`src/rtl/majority_vote_sched.sv`:
```
// majority_vote_sched
// Arbitrates NUM_REQ vote requesters round-robin onto one shared, registered
// 3-input majority voter. The block returns each result with the requester id,
// a dissent flag, and a saturating count of delivered dissenting results.

module majority_vote_sched #(
    parameter int NUM_REQ = 4,
    parameter int CNT_W   = 16,
    localparam int ID_W   = $clog2(NUM_REQ)
) (
    input  logic                 clk,
    input  logic                 resetn,
    input  logic [NUM_REQ-1:0]   req_valid,
    output logic [NUM_REQ-1:0]   req_ready,
    input  logic [3*NUM_REQ-1:0] req_vote,
    output logic                 vtr_a,
    output logic                 vtr_b,
    output logic                 vtr_c,
    input  logic                 vtr_z,
    output logic                 rsp_valid,
    input  logic                 rsp_ready,
    output logic                 rsp_z,
    output logic [ID_W-1:0]      rsp_id,
    output logic                 rsp_dissent,
    output logic [CNT_W-1:0]     dissent_cnt,
    output logic                 busy
);

    typedef enum logic [1:0] {
        ST_IDLE    = 2'd0,
        ST_ISSUE   = 2'd1,
        ST_CAPTURE = 2'd2,
        ST_RESP    = 2'd3
    } state_t;

    // A triple dissents unless all three channels agree.
    function automatic logic is_dissent(input logic [2:0] t);
        return ~((t[0] == t[1]) && (t[1] == t[2]));
    endfunction

    state_t           state_r;
    logic [ID_W-1:0]  ptr_r;
    logic [2:0]       held_r;
    logic             rsp_valid_r;
    logic             rsp_z_r;
    logic [ID_W-1:0]  rsp_id_r;
    logic             rsp_dissent_r;
    logic [CNT_W-1:0] dissent_cnt_r;
    logic             busy_r;

    logic [2:0]       vote_arr_s [NUM_REQ];
    logic             grant_found_s;
    logic [ID_W-1:0]  grant_idx_s;
    logic [2:0]       grant_vote_s;
    logic [ID_W:0]    sum_s;
    logic [ID_W-1:0]  cand_s;

    genvar gi;
    generate
        for (gi = 0; gi < NUM_REQ; gi++) begin : g_vote_split
            assign vote_arr_s[gi] = req_vote[3*gi +: 3];
        end
    endgenerate

    // Round-robin search: walk from ptr+1 upward with wrap; the nearest valid requester wins.
    always_comb begin
        grant_found_s = 1'b0;
        grant_idx_s   = '0;
        sum_s         = '0;
        cand_s        = '0;
        for (int k = NUM_REQ; k >= 1; k--) begin
            sum_s = {1'b0, ptr_r} + (ID_W+1)'(k);
            if (sum_s >= (ID_W+1)'(NUM_REQ)) begin
                cand_s = ID_W'(sum_s - (ID_W+1)'(NUM_REQ));
            end else begin
                cand_s = ID_W'(sum_s);
            end
            if (req_valid[cand_s]) begin
                grant_found_s = 1'b1;
                grant_idx_s   = cand_s;
            end else begin
                grant_found_s = grant_found_s;
            end
        end
        grant_vote_s = vote_arr_s[grant_idx_s];
    end

    // Accept strobe toward the winner; only offered while idle.
    always_comb begin
        req_ready = '0;
        if ((state_r == ST_IDLE) && grant_found_s) begin
            req_ready[grant_idx_s] = 1'b1;
        end else begin
            req_ready = '0;
        end
    end

    // Scheduler FSM: grant, drive voter, capture result, hand result back.
    always_ff @(posedge clk or negedge resetn) begin
        if (!resetn) begin
            state_r       <= ST_IDLE;
            ptr_r         <= ID_W'(NUM_REQ - 1);
            held_r        <= 3'b000;
            rsp_valid_r   <= 1'b0;
            rsp_z_r       <= 1'b0;
            rsp_id_r      <= '0;
            rsp_dissent_r <= 1'b0;
            dissent_cnt_r <= '0;
            busy_r        <= 1'b0;
        end else begin
            case (state_r)
                ST_IDLE: begin
                    if (grant_found_s) begin
                        held_r   <= grant_vote_s;
                        rsp_id_r <= grant_idx_s;
                        ptr_r    <= grant_idx_s;
                        busy_r   <= 1'b1;
                        state_r  <= ST_ISSUE;
                    end
                end
                ST_ISSUE: begin
                    state_r <= ST_CAPTURE;
                end
                ST_CAPTURE: begin
                    rsp_z_r       <= vtr_z;
                    rsp_dissent_r <= is_dissent(held_r);
                    rsp_valid_r   <= 1'b1;
                    state_r       <= ST_RESP;
                end
                ST_RESP: begin
                    if (rsp_ready) begin
                        rsp_valid_r <= 1'b0;
                        busy_r      <= 1'b0;
                        state_r     <= ST_IDLE;
                        if (rsp_dissent_r && (dissent_cnt_r != {CNT_W{1'b1}})) begin
                            dissent_cnt_r <= dissent_cnt_r + CNT_W'(1);
                        end
                    end
                end
                default: begin
                    rsp_valid_r <= 1'b0;
                    busy_r      <= 1'b0;
                    state_r     <= ST_IDLE;
                end
            endcase
        end
    end

    assign vtr_a       = held_r[0];
    assign vtr_b       = held_r[1];
    assign vtr_c       = held_r[2];
    assign rsp_valid   = rsp_valid_r;
    assign rsp_z       = rsp_z_r;
    assign rsp_id      = rsp_id_r;
    assign rsp_dissent = rsp_dissent_r;
    assign dissent_cnt = dissent_cnt_r;
    assign busy        = busy_r;

endmodule

```
`config.mk`:
```
export PLATFORM = sky130hd
export DESIGN_NAME = majority_vote_sched
export DESIGN_NICKNAME = d
export VERILOG_FILES = /design/src/rtl/majority_vote_sched.sv
export SDC_FILE = /design/constraint.sdc
export NUM_CORES = 1
export LEC_CHECK = 0
export CAP_MARGIN = 20
export CORE_ASPECT_RATIO = 1.25
export CORE_MARGIN = 3
export CORE_UTILIZATION = 27
export CTS_BUF_LIST = sky130_fd_sc_hd__clkbuf_8
export CTS_CLUSTER_SIZE = 12
export DETAILED_ROUTE_END_ITERATION = 10
export HOLD_SLACK_MARGIN = 0.08
export SLEW_MARGIN = 20
export SYNTH_ARGS = -nofsm -noshare
export SYNTH_HDL_FRONTEND = slang
export SYNTH_SLANG_ARGS = --single-unit
```
`constraint.sdc`:
```
create_clock -name clk -period 2.64 [get_ports clk]
set_input_delay 0.66 -clock clk [delete_from_list [all_inputs] [get_ports clk]]
set_output_delay 0.66 -clock clk [all_outputs]
set_load 0.02 [all_outputs]
```
==> impl_results.md <==
* Chip height at 89.41 um
* MaxCap Viol Count at 0
* Worst hold slack at 0.4821 ns
* Clock period minus worst slack at 2.507 ns
* GRT met2 Usage at 0.2143
* DRC viols at 0
* Mean Syn Cell Area at 10.02 sq um
* Largest net degree at the start of global routing at 30
* Root Driver: clkbuf_8
* First-pass iteration count of the detailed router at 4
* Most frequent cells in the layout: 40 x clkdlybuf4s50_1, 27 x dfrtp_1, 20 x nand2_1, 14 x nor2_1
* Setup violators final at 0
* Placed cells at 268
* Grt met3 use at 0.04274
* Drt first-iter violations at 18
* Vias post-DR at 1320
* Critical path class: input pin to output pin
* Die W at 72.73 um
* Arrival time of the worst setup path at 1.85 ns
* Synthesized flop and latch total at 29
* Layout cells sized above 1 at 0.1449
* Synth unique cells at 35
* CP Launch Type: input pin
* Worst Max-Slew Pin Slew at 0.3752 ns
* Syn nets at 175
* Bufs on Longest Clock Path at 2
* Commonest non-fill, non-tap cell in the layout: clkdlybuf4s50_1
* Skew final at 0.003387 ns
* N_diodes at 0
* Pwr/cell area at 891.9 nW/um^2
* Area Growth Syn to Fin at 47.79%
* Final Hold Viols at 0
* Starting Density at 0.2876
* H-tree depth at 2
* Vias in the first global route at 1447
* DP Wirelength at 2782 um
* Final WS setup at 0.1331 ns
* Post CTS Setup Buffer Count at 0
* Clock slew seen by the registers of the worst setup and hold paths at 0.06 ns
* Ys Warns at 0
* TritonCTS clock tree: yes
* Max FO, Critical Path at 4
* Final #Nets at 238
* Fmax achieved at 398.9 MHz
* Final cycle utilization of the critical path at 0.9496
* Met1 usage at 0.1422
* Finished Layout Cells at 276
* Hold buffers post-CTS at 0
* Antenna Violating Nets Remaining at 0
* Clk sinks at 29
* Slew Viols, Final at 0
* Seq/Total Area, Yosys at 0.4846
* Placement Rows at 29
* GRT Total Usage at 0.1243
* Ports at 49
* CTS buffer count at 5
* Drt total wl at 3636 um
* Setup crit end kind: output pin
* Largest vdd supply drop at 337.3 uV
* Clk Latency, worst-skew pair at 0.27 ns
* Global route hottest layer: met2
* RSZ-0062 raised after global routing: no
* Leakage at 0.9914 nW
* Pre-CTS WS at -0.4959 ns
* Total grt overflow at 0
* HP Class: flop to flop
* Initial antenna violation count at 0
* Worst slew margin at 0.7499
* Placeable core area at 5225 sq um
* First-pass GRT wire length at 6265 um
* GPL Wtd Cong at 0.8262
* Wire length per cell at 13.17 um
* Status: finished clean
* Worst Path Required at 1.98 ns
* DR vias/cell at 4.783
* PortBufs at 48
* Mapped Area at 1503 sq um
* Post-Syn Instances at 150
* Die ar. at 6502 sq um
* Core Util, Final at 0.4250
==> cell type report <==
cell class	instances	area (sq um)
fillers	535	3004
multi-input cells	112	749.5
flip-flops and latches	29	728.2
repair buffers	58	538.0
clock buffers	7	96.34
well taps	62	77.57
inverters	7	26.28
clock inverters	1	5.005
==> synthesized netlist by cell type <==
cell type	number	share of area
a211oi_1	1	0.0050
a211oi_2	1	0.0083
a21oi_1	6	0.020
a31oi_1	1	0.0042
a41oi_1	1	0.0058
and3_1	1	0.0042
and4_1	1	0.0058
buf_2	2	0.0067
clkinv_1	1	0.0025
dfrtp_1	27	0.45
dfstp_2	2	0.035
ha_1	5	0.042
inv_1	6	0.015
mux2_1	1	0.0075
mux2_2	1	0.0075
mux2_4	1	0.010
mux2i_1	6	0.040
nand2_1	20	0.050
nand2b_1	6	0.025
nand3_1	9	0.030
nand4_1	4	0.017
nand4_2	1	0.0083
nor2_1	14	0.035
nor2b_1	2	0.0083
nor3_1	1	0.0033
nor4_1	1	0.0042
nor4_4	1	0.014
o21a_1	2	0.010
o21ai_0	6	0.020
o221ai_1	3	0.017
o22ai_1	2	0.0083
or3_1	1	0.0042
or4b_1	1	0.0067
xnor2_1	10	0.058
xor2_1	2	0.012
==> critical path: stages <==
cell and delay [ns]:
dlygate4sd2_1 0.27, nand2b_1 0.15, a21oi_1 0.17, a211oi_2 0.07, buf_4 0.15, nor2_1 0.10
clkdlybuf4s15_2 0.27
==> cells by family after synthesis <==
logic type,share of synthesized area
xor+xnor,0.06994
buf+inv,0.02414
compound gates,0.09909
fa+ha+maj,0.04163
flops,0.4846
mux,0.06494
simple gates,0.2157
==> flip-flops by register name (all words and copies together) (netlist names) <==
signal       cells
busy             1
rsp_dissent      1
rsp_id           2
rsp_valid        1
state_r          2
dissent_cnt     16
rsp_z            1
ptr_r            2
held_r           3
==> through the flow <==
step	setup TNS [ns]	instance area [sq um]	total power [mW]
6_report	0	2221	1.981
4_1_cts	0	2226	2.031
5_1_grt	0	2221	2.145
3_3_place_gp	-1.838	2131	1.615
2_1_floorplan	0	1503	1.204
3_5_place_dp	-1.926	2131	1.627
==> per-layer routing <==
layer / up-vias / routed length [um]
li1: 645 / -
met2: 36 / 1864
met1: 635 / 1583
met4: 0 / 30
met5: - / 0
met3: 4 / 158
==> what timing repair did <==
item / in CTS / in global routing
pin swaps: 1 / 0
resized for setup: 19 / 3
setup endpoints to repair: 4 / 1
gates cloned: 0 / 0
==> power by group <==
part / switching (mW) / internal, mW
Clock: 0.159 / 0.235
Combinational: 0.451 / 0.428
Sequential: 0.121 / 0.586
==> final timing paths <==
| kind | from | end | slack [ns] | cells past startpoint |
|---|---|---|---|---|
| min in group asynchronous | resetn | state_r[1] | 0.77 | 2 |
| max | req_valid[2] | req_ready[3] | 0.13 | 7 |
| max in group asynchronous | resetn | ptr_r[1] | 1.56 | 2 |
| min | rsp_id[1] | rsp_id[1] | 0.48 | 2 |
| max reg2reg | ptr_r[0] | held_r[1] | 0.84 | 7 |
| min reg2reg | rsp_id[1] | rsp_id[1] | 0.48 | 2 |
(Power assumes the default switching activity.)
==> RTL change: new RTL, same flow settings <==
Put one more register stage on the output `dissent_cnt`, with the module's reset. The value now appears one clock later. The other outputs are not delayed to match.
--- a/src/rtl/majority_vote_sched.sv
+++ b/src/rtl/majority_vote_sched.sv
@@ -153,7 +153,13 @@
     assign rsp_z       = rsp_z_r;
     assign rsp_id      = rsp_id_r;
     assign rsp_dissent = rsp_dissent_r;
-    assign dissent_cnt = dissent_cnt_r;
+    always_ff @(posedge clk or negedge resetn) begin
+        if (!resetn) begin
+            dissent_cnt <= '0;
+        end else begin
+            dissent_cnt <= dissent_cnt_r;
+        end
+    end
     assign busy        = busy_r;
 
 endmodule
Behaviour: not the same (a bounded check fails within 10 cycles, from zero or initial values and one cycle with resetn low).
==> RTL change against the unedited design <==
Area after synthesis increased by 28%. Total power up 19%. Global-route usage shrank 1.8 points. Hold slack worse by 0.22 ns. Worst setup slack gained 0.064 ns. Register-to-register slack worse by 0.18 ns. Non-clock buffer count increased by 5. Sequential cell count rose by 16. Routed wire length is 9.5% higher. Final area grew 22%. Die area rose by 26%.
==> RTL change: results (changes against the unedited design) <==
status finished clean (unchanged); Post-DP HPWL 3030 um (was 2780 um); Non-Filler Instances 322 (was 276); P_leak 1.25 nW (was 0.991 nW); GRT Overall Usage 10.6% (was 12.4%); multi-input gate share of total cell area 28.7% (was 33.7%); CP Data Arrival Time 1.78 ns (was 1.85 ns); GP Congestion 0.737 (was 0.826); Post-CTS Setup Inserts 2 (was 0); final hold slack 0.263 ns (was 0.482 ns); Worst Skew 0.00173 ns (was 0.00339 ns); P_sw 799 uW (was 732 uW); HP Class primary input to async pin (was flop to flop); Storage cell area 1130 um^2 (was 728 um^2); Synth cell types 32 (was 35); first-pass GRT wire length 6700 um (was 6270 um); DP Cell Count 311 (was 268); placed cell areas 2590 um^2 (was 2130 um^2); Max VDD drop 0.401 mV (was 0.337 mV); Post-Syn Nets 190 (was 175); final-layout clock-cell area share 3.74% (was 4.56%); drt total wl 3980 um (was 3640 um); share of layout cells above drive strength 1 19.1% (was 14.5%); Synth Area in Adders 3.24% (was 4.16%); via-per-instance ratio 4.34 (was 4.78); fillers 659 (was 535); r2r setup slk 0.66 ns (was 0.84 ns); CTS sink cnt 45 (was 29); Worst-Skew Late Latency 0.29 ns (was 0.27 ns); Mean Syn Cell Area 11.7 um^2 (was 10.0 um^2); fraction of area in registers 41.7% (was 32.8%)
## RTL change: power by group through the flow
stage | clock, mW | sequential (mW) | combinational [mW]
floorplan | 0 | 1.07 | 0.397
global placement | 0 | 0.978 | 0.916
detailed placement | 0 | 0.983 | 0.930
CTS | 0.469 | 0.969 | 0.945
global route | 0.508 | 0.992 | 1.04
finish | 0.456 | 0.966 | 0.931
## RTL change: how the worst max path moves through the flow
stage,startpoint,to,slack (ns),cells after the start
finish,req_valid[2],req_ready[0],0.20,7
global placement,req_valid[3],req_ready[2],-0.46,7
CTS,req_valid[2],req_ready[3],0.11,7
detailed placement,req_valid[3],req_ready[0],-0.51,7
floorplan,req_valid[3],req_ready[0],0.33,6
global route,req_valid[3],req_ready[0],0.09,7
## RTL change: metal layers
metal / global-route usage [%] / vias up / share of wire, %
met2: 17.6 / 27 / 49
met3: 3.40 / 2 / 4.2
met1: 13.4 / 666 / 47
met4: 2.69 / 0 / 0.53
met5: 0 / - / 0
li1: - / 702 / -
